$ cat config.mk
export PLATFORM = sky130hd
export DESIGN_NAME = led_pattern_ctrl
export DESIGN_NICKNAME = d
export VERILOG_FILES = /design/src/rtl/led_ctrl_pkg.sv /design/src/rtl/sw_debounce.sv /design/src/rtl/led_pattern_ctrl.sv
export SDC_FILE = /design/constraint.sdc
export NUM_CORES = 1
export LEC_CHECK = 0
export ABC_AREA = 1
export CELL_PAD_IN_SITES_DETAIL_PLACEMENT = 1
export CELL_PAD_IN_SITES_GLOBAL_PLACEMENT = 1
export CORE_AREA = 5 5 97 99
export DETAILED_ROUTE_END_ITERATION = 10
export DIE_AREA = 0 0 102 104
export PLACE_DENSITY = 0.87
export SLEW_MARGIN = 20
export SYNTH_ARGS = -nofsm -noshare
export SYNTH_HDL_FRONTEND = slang
export SYNTH_HIERARCHICAL = 1
export SYNTH_SLANG_ARGS = --single-unit
$ cat constraint.sdc
create_clock -name clk -period 2.2 [get_ports clk]
set_clock_uncertainty 0.05 [all_clocks]
set_input_delay 0.44 -clock clk [delete_from_list [all_inputs] [get_ports clk]]
set_output_delay 0.44 -clock clk [all_outputs]
set_load 0.01 [all_outputs]
$ cat src/rtl/led_ctrl_pkg.sv
// Shared types and seed helper for the LED pattern sequencer.
package led_ctrl_pkg;

   localparam int SEED_W = 32;

   typedef enum logic [1:0] {
      ROT_L    = 2'b00,
      ROT_R    = 2'b01,
      COUNT    = 2'b10,
      PINGPONG = 2'b11
   } mode_e;

   typedef enum logic [1:0] {
      IDLE = 2'd0,
      LOAD = 2'd1,
      RUN  = 2'd2
   } state_e;

   // Caller truncates to its LED width; only the low led_w bits are meaningful.
   function automatic logic [SEED_W-1:0] seed(input mode_e m, input int led_w);
      logic [SEED_W-1:0] s;
      s = '0;
      case (m)
         ROT_L, PINGPONG: s = SEED_W'(1);
         ROT_R:           s = SEED_W'(1) << (led_w - 1);
         default:         s = '0;
      endcase
      return s;
   endfunction

endpackage

$ cat src/rtl/sw_debounce.sv
// Two-flop synchronizer per bit followed by a whole-vector debounce counter:
// the output adopts the synced value after it has differed for DB_CYCLES cycles.
module sw_debounce #(
   parameter int W         = 2,
   parameter int DB_CYCLES = 1_000_000
) (
   input  logic         clk,
   input  logic         rst,
   input  logic [W-1:0] din,
   output logic [W-1:0] dout
);

   localparam int            CW       = (DB_CYCLES > 1) ? $clog2(DB_CYCLES) : 1;
   localparam logic [CW-1:0] CNT_LAST = CW'(DB_CYCLES - 1);

   logic [W-1:0]  sync_w;
   logic [W-1:0]  stable_reg, stable_next;
   logic [CW-1:0] cnt_reg, cnt_next;

   genvar gi;
   generate
      for (gi = 0; gi < W; gi++) begin : g_sync
         logic meta_reg, sync_reg;
         always_ff @(posedge clk or negedge rst) begin
            if (!rst) begin
               meta_reg <= 1'b0;
               sync_reg <= 1'b0;
            end else begin
               meta_reg <= din[gi];
               sync_reg <= meta_reg;
            end
         end
         assign sync_w[gi] = sync_reg;
      end
   endgenerate

   // A cycle where the synced value matches the stable one restarts the count.
   always_comb begin
      stable_next = stable_reg;
      cnt_next    = '0;
      if (sync_w != stable_reg) begin
         if (cnt_reg == CNT_LAST) stable_next = sync_w;
         else                     cnt_next    = cnt_reg + 1'b1;
      end
   end

   always_ff @(posedge clk or negedge rst) begin
      if (!rst) begin
         stable_reg <= '0;
         cnt_reg    <= '0;
      end else begin
         stable_reg <= stable_next;
         cnt_reg    <= cnt_next;
      end
   end

   assign dout = stable_reg;

endmodule

$ cat src/rtl/led_pattern_ctrl.sv
// Single-clock LED pattern sequencer: debounced 2-bit mode select, prescaled step enable.
// Optional LED_CTRL_PAUSE_EN adds a debounced pause input that freezes stepping in RUN.
module led_pattern_ctrl
   import led_ctrl_pkg::*;
#(
   parameter int TICK_DIV  = 50_000_000,
   parameter int DB_CYCLES = 1_000_000,
   parameter int LED_W     = 4
) (
   input  logic             clk,
   input  logic             rst,
   input  logic [1:0]       sw,
`ifdef LED_CTRL_PAUSE_EN
   input  logic             pause,
`endif
   output logic [LED_W-1:0] led,
   output logic [1:0]       mode,
   output logic             tick
);

   localparam int            PW       = $clog2(TICK_DIV);
   localparam logic [PW-1:0] PRE_LAST = PW'(TICK_DIV - 1);

   state_e           state_reg, state_next;
   mode_e            mode_reg, mode_next;
   mode_e            sw_mode;
   logic [LED_W-1:0] led_reg, led_next, step_val;
   logic [PW-1:0]    pre_reg, pre_next;
   logic             dir_right_reg, dir_right_next, dir_after;
   logic             tick_reg, tick_next;
   logic [1:0]       sw_db;
   logic             pause_db;

   sw_debounce #(.W(2), .DB_CYCLES(DB_CYCLES)) u_sw_db (
      .clk  (clk),
      .rst  (rst),
      .din  (sw),
      .dout (sw_db)
   );

`ifdef LED_CTRL_PAUSE_EN
   logic [0:0] pause_vec;
   sw_debounce #(.W(1), .DB_CYCLES(DB_CYCLES)) u_pause_db (
      .clk  (clk),
      .rst  (rst),
      .din  (pause),
      .dout (pause_vec)
   );
   assign pause_db = pause_vec[0];
`else
   assign pause_db = 1'b0;
`endif

   assign sw_mode = mode_e'(sw_db);

   // Next pattern value for the applied mode; ping-pong flips direction on reaching an end.
   always_comb begin
      step_val  = led_reg;
      dir_after = dir_right_reg;
      case (mode_reg)
         ROT_L:   step_val = {led_reg[LED_W-2:0], led_reg[LED_W-1]};
         ROT_R:   step_val = {led_reg[0], led_reg[LED_W-1:1]};
         COUNT:   step_val = led_reg + 1'b1;
         default: begin
            if (dir_right_reg) begin
               step_val = led_reg >> 1;
               if (step_val[0]) dir_after = 1'b0;
            end else begin
               step_val = led_reg << 1;
               if (step_val[LED_W-1]) dir_after = 1'b1;
            end
         end
      endcase
   end

   always_comb begin
      state_next     = state_reg;
      mode_next      = mode_reg;
      led_next       = led_reg;
      pre_next       = pre_reg;
      dir_right_next = dir_right_reg;
      tick_next      = 1'b0;
      case (state_reg)
         IDLE: state_next = LOAD;
         LOAD: begin
            mode_next      = sw_mode;
            led_next       = LED_W'(seed(sw_mode, LED_W));
            pre_next       = '0;
            dir_right_next = 1'b0;
            state_next     = RUN;
         end
         RUN: begin
            // A pending mode change wins over a coincident step.
            if (sw_mode != mode_reg) begin
               state_next = LOAD;
            end else if (!pause_db) begin
               if (pre_reg == PRE_LAST) begin
                  pre_next       = '0;
                  tick_next      = 1'b1;
                  led_next       = step_val;
                  dir_right_next = dir_after;
               end else begin
                  pre_next = pre_reg + 1'b1;
               end
            end
         end
         default: state_next = IDLE;
      endcase
   end

   always_ff @(posedge clk or negedge rst) begin
      if (!rst) begin
         state_reg     <= IDLE;
         mode_reg      <= ROT_L;
         led_reg       <= '0;
         pre_reg       <= '0;
         dir_right_reg <= 1'b0;
         tick_reg      <= 1'b0;
      end else begin
         state_reg     <= state_next;
         mode_reg      <= mode_next;
         led_reg       <= led_next;
         pre_reg       <= pre_next;
         dir_right_reg <= dir_right_next;
         tick_reg      <= tick_next;
      end
   end

   assign led  = led_reg;
   assign mode = mode_reg;
   assign tick = tick_reg;

endmodule

==> impl_table.tex <==
\begin{tabular}{lr}
\hline
Metric & Value \\
\hline
\multicolumn{2}{l}{\textbf{Setup path}} \\
Top Family by Delay on Critical Path & buffers and inverters \\
Critical path buffers and inverters & 1 \\
Highest net fanout along the worst path & 9 \\
Crit-path slowest cell & sky130\_fd\_sc\_hd\_\_clkdlybuf4s50\_1 \\
Worst-case reg-to-reg path depth & 10 \\
Worst-path cell chain & clkdlybuf4s50\_1 \\
Critical Path Stages & 1 \\
Kind of start point of the critical path & flip-flop \\
Kind of capture point of the worst setup path & output pin \\
Data required time of the critical path & 1.71 ns \\
Crit-path max cell delay & 0.61 ns \\
Arrival time of the worst setup path & 1.53 ns \\
Classification of the worst setup path & reg -> out \\
\multicolumn{2}{l}{\textbf{GRT}} \\
GRT Total Usage & 20.9\% \\
Via count of the first global-routing pass & 3771 \\
Grt ovf & 0 \\
Pin count of the biggest net entering global routing & 44 \\
Wire length of the first global-routing pass & 17800 µm \\
Number of antenna violations at the first check in global routing & 0 \\
\multicolumn{2}{l}{\textbf{Clocking}} \\
Deepest level of the CTS H-tree & 3 \\
Cell at the root of the clock tree & sky130\_fd\_sc\_hd\_\_clkbuf\_8 \\
Number of clock sinks seen by CTS & 62 \\
CTS tree & yes \\
Skew-Pair Late Insertion Delay & 0.36 ns \\
Clock Pin Slew Worst Setup and Hold Paths & 0.08 ns \\
Clock Tree Buf Depth & 2 \\
Inserted Clock Buffers & 9 \\
Setup Buffers After CTS & 0 \\
Post\_cts resized & 0 \\
\multicolumn{2}{l}{\textbf{Power and ir drop}} \\
Maximum resistive drop on vdd & 407 µV \\
Total power of the final layout & 2.50 mW \\
Pint & 1.89 mW \\
Switching power summed over all nets & 0.614 mW \\
Sw Ratio & 24.5\% \\
Relative contribution of combinational cells to total power & 4.5\% \\
Register share of total power & 47.9\% \\
Part of the total power dissipated in the clock network & 47.6\% \\
Cell leakage power & 1.95 nW \\
Power per Cell Area & 593 nW/µm² \\
\multicolumn{2}{l}{\textbf{Layout}} \\
Non-filler cells, final & 640 \\
Post-layout utilization of the core & 49.9\% \\
Inserted Diodes & 0 \\
Layout cells sized above 1 & 12.4\% \\
Layout Area Growth over Synthesis & 11.8\% \\
Nets@finish & 535 \\
Flip-flop count of the largest register, all copies and words added & 26 \\
\multicolumn{2}{l}{\textbf{Synthesis}} \\
Leading cell types by total area after synthesis & sky130\_fd\_sc\_hd\_\_dfrtp\_1, sky130\_fd\_sc\_hd\_\_nand2\_1, sky130\_fd\_sc\_hd\_\_nor2\_1 \\
Syn Inst Count & 511 \\
Xor/xnor cell area share of the yosys netlist & 4.41\% \\
Largest family of logic cells by synthesized area & simple AND/OR/NAND/NOR gates \\
Post-synthesis compound-gate area fraction & 5.67\% \\
Distinct cell type count of the synthesized netlist & 35 \\
Area leader, netlist & sky130\_fd\_sc\_hd\_\_dfrtp\_1 \\
Share of synthesized registers carrying an async set or reset & 100\% \\
Dominant cell by count in the synthesized netlist & sky130\_fd\_sc\_hd\_\_nand2\_1 \\
Synthesized flop and latch total & 62 \\
Combined area of all synthesized cells & 3770 µm² \\
Number of enable flip-flop cells after synthesis & 0 \\
Synthesized net count & 519 \\
Top\_reg\_cell synth & sky130\_fd\_sc\_hd\_\_dfrtp\_1 \\
Count of synthesis-stage warnings from yosys & 6 \\
Syn\_area\_per\_cell & 7.38 µm² \\
Part of the Yosys area used for sequential elements & 41.1\% \\
Fraction of synthesized cell area taken by the top area cell type & 41.1\% \\
Synth top cells by count & sky130\_fd\_sc\_hd\_\_nand2\_1, sky130\_fd\_sc\_hd\_\_nor2\_1, sky130\_fd\_sc\_hd\_\_dfrtp\_1, sky130\_fd\_sc\_hd\_\_inv\_1, sky130\_fd\_sc\_hd\_\_nand3\_1 \\
Multiplexer share of the synthesized area & 0\% \\
Share of synthesized cell area in and, or, nand and nor gates & 40.3\% \\
Share of synthesized cell area in full adder, half adder and majority cells & 1.33\% \\
\multicolumn{2}{l}{\textbf{Floorplanning}} \\
Total die area & 10600 µm² \\
Floorplan die height & 104 µm \\
Die width & 102 µm \\
I/O pin count & 11 \\
Placeable core area & 8470 µm² \\
Cell row count & 34 \\
Initial cell density of the core & 44.6\% \\
\multicolumn{2}{l}{\textbf{Worst hold path}} \\
Number of cells on the worst hold path & 0 \\
Min-delay worst type & reg -> reg \\
\multicolumn{2}{l}{\textbf{Timing}} \\
Setup repair after global routing missed its margin & no \\
Sum of negative setup slack & 0 ns \\
Headroom to the max-slew limit & 67.5\% \\
Part of the cycle the worst path needs & 91.6\% \\
Final hold violation count & 0 \\
Worst slew pin tran & 0.487 ns \\
Setup ws final & 0.184 ns \\
Slew Limit Fails & 0 \\
Final Setup Violations & 0 \\
Highest clock rate & 0.496 GHz \\
Final critical-path required period & 2.02 ns \\
\multicolumn{2}{l}{\textbf{Drt}} \\
Per-cell routed wire length & 16.0 µm \\
Detailed-router iteration count before antenna repair & 4 \\
DRC marker count from the first detailed-route iteration & 88 \\
Count of nets left with antenna violations after detail routing & 0 \\
Routed wire length & 10300 µm \\
Final routed DRC violation total & 0 \\
Via Count & 3428 \\
Number of vias per cell & 5.36 \\
\multicolumn{2}{l}{\textbf{Placed design}} \\
Placed cell count & 623 \\
Port buffer count & 10 \\
Gp weighted congestion & 0.865 \\
HPWL after detailed placement & 7520 µm \\
Post-Place Setup Slack & 0.325 ns \\
\multicolumn{2}{l}{\textbf{Job}} \\
Max-cap check violation count & 0 \\
\multicolumn{2}{l}{\textbf{Outcome}} \\
Run status & finished, final reports clean \\
\hline
\end{tabular}
## cell families (layout without fill, tap and decap cells)
kind of cell / after synthesis / in the layout
AOI/OAI and AO/OA: 37 / 37
buffers and inverters: 64 / 85
DFF: 62 / 62
xor gates and xnor gates: 19 / 19
and+or+nand+nor: 325 / 325
adders and majority gates: 4 / 4
## final timing paths
kind	startpoint	to	slack, ns
setup / recovery	led[1]$_DFFE_PN0P_	led[1]	0.18
hold / removal	u_sw_db/g_sync[0].meta_reg$_DFF_PN0_	u_sw_db/g_sync[0].sync_reg$_DFF_PN0_	0.33
setup reg to reg	pre_reg[0]$_DFFE_PN0P_	pre_reg[15]$_DFFE_PN0P_	0.32
hold reg to reg	u_sw_db/g_sync[0].meta_reg$_DFF_PN0_	u_sw_db/g_sync[0].sync_reg$_DFF_PN0_	0.33
max in group asynchronous	rst	u_sw_db/cnt_reg[4]$_DFF_PN0_	0.97
min in group asynchronous	rst	led[0]$_DFFE_PN0P_	0.52
## through the flow
stage	hold slack [ns]	cell area, µm²
5_1_grt	0.345	4220
4_1_cts	0.334	4220
3_5_place_dp	0.316	3980
3_3_place_gp	0.296	3980
2_1_floorplan	0.0944	3770
6_report	0.329	4220
## final cells by class
| cell class | instances | area [µm²] |
|---|---|---|
| Clock buffer | 10 | 138 |
| Clock inverter | 6 | 93.8 |
| Fill cell | 1101 | 4250 |
| Inverter | 54 | 203 |
| Multi-Input combinational cell | 385 | 1950 |
| Sequential cell | 62 | 1550 |
| Tap cell | 108 | 135 |
| Timing Repair Buffer | 15 | 148 |
## layer usage
layer	wire length (µm)	global-route usage (%)	share of wire (%)	vias to the layer above
met4	141	6.00	1.4	0
met2	5390	36.4	53	40
met1	4500	25.5	44	1701
met5	0	0	0	-
met3	226	4.56	2.2	19
li1	-	-	-	1668
## power groups by stage
stage,registers (mW),logic (mW),clock network [mW]
2_1_floorplan,1.22,0.0677,0
3_3_place_gp,1.22,0.107,0
3_5_place_dp,1.22,0.115,0
4_1_cts,1.20,0.117,1.22
5_1_grt,1.21,0.133,1.27
6_report,1.20,0.113,1.19
## what timing repair did
item,4_1_cts,5_1_grt
endpoints found under the hold margin,19,0
endpoints found under the setup margin,0,0
hold buffers,1,0
## cell usage in the layout, fill, tap and decap left out, types with 9 or more instances in the layout
cell	instances
sky130_fd_sc_hd__clkbuf_8	10
sky130_fd_sc_hd__clkdlybuf4s50_1	9
sky130_fd_sc_hd__dfrtp_1	62
sky130_fd_sc_hd__inv_1	47
sky130_fd_sc_hd__nand2_1	131
sky130_fd_sc_hd__nand3_1	40
sky130_fd_sc_hd__nand4_1	21
sky130_fd_sc_hd__nor2_1	86
sky130_fd_sc_hd__nor3_1	11
sky130_fd_sc_hd__o21ai_0	14
sky130_fd_sc_hd__xor2_1	13
No activity file was read; power rests on OpenSTA's default activity.
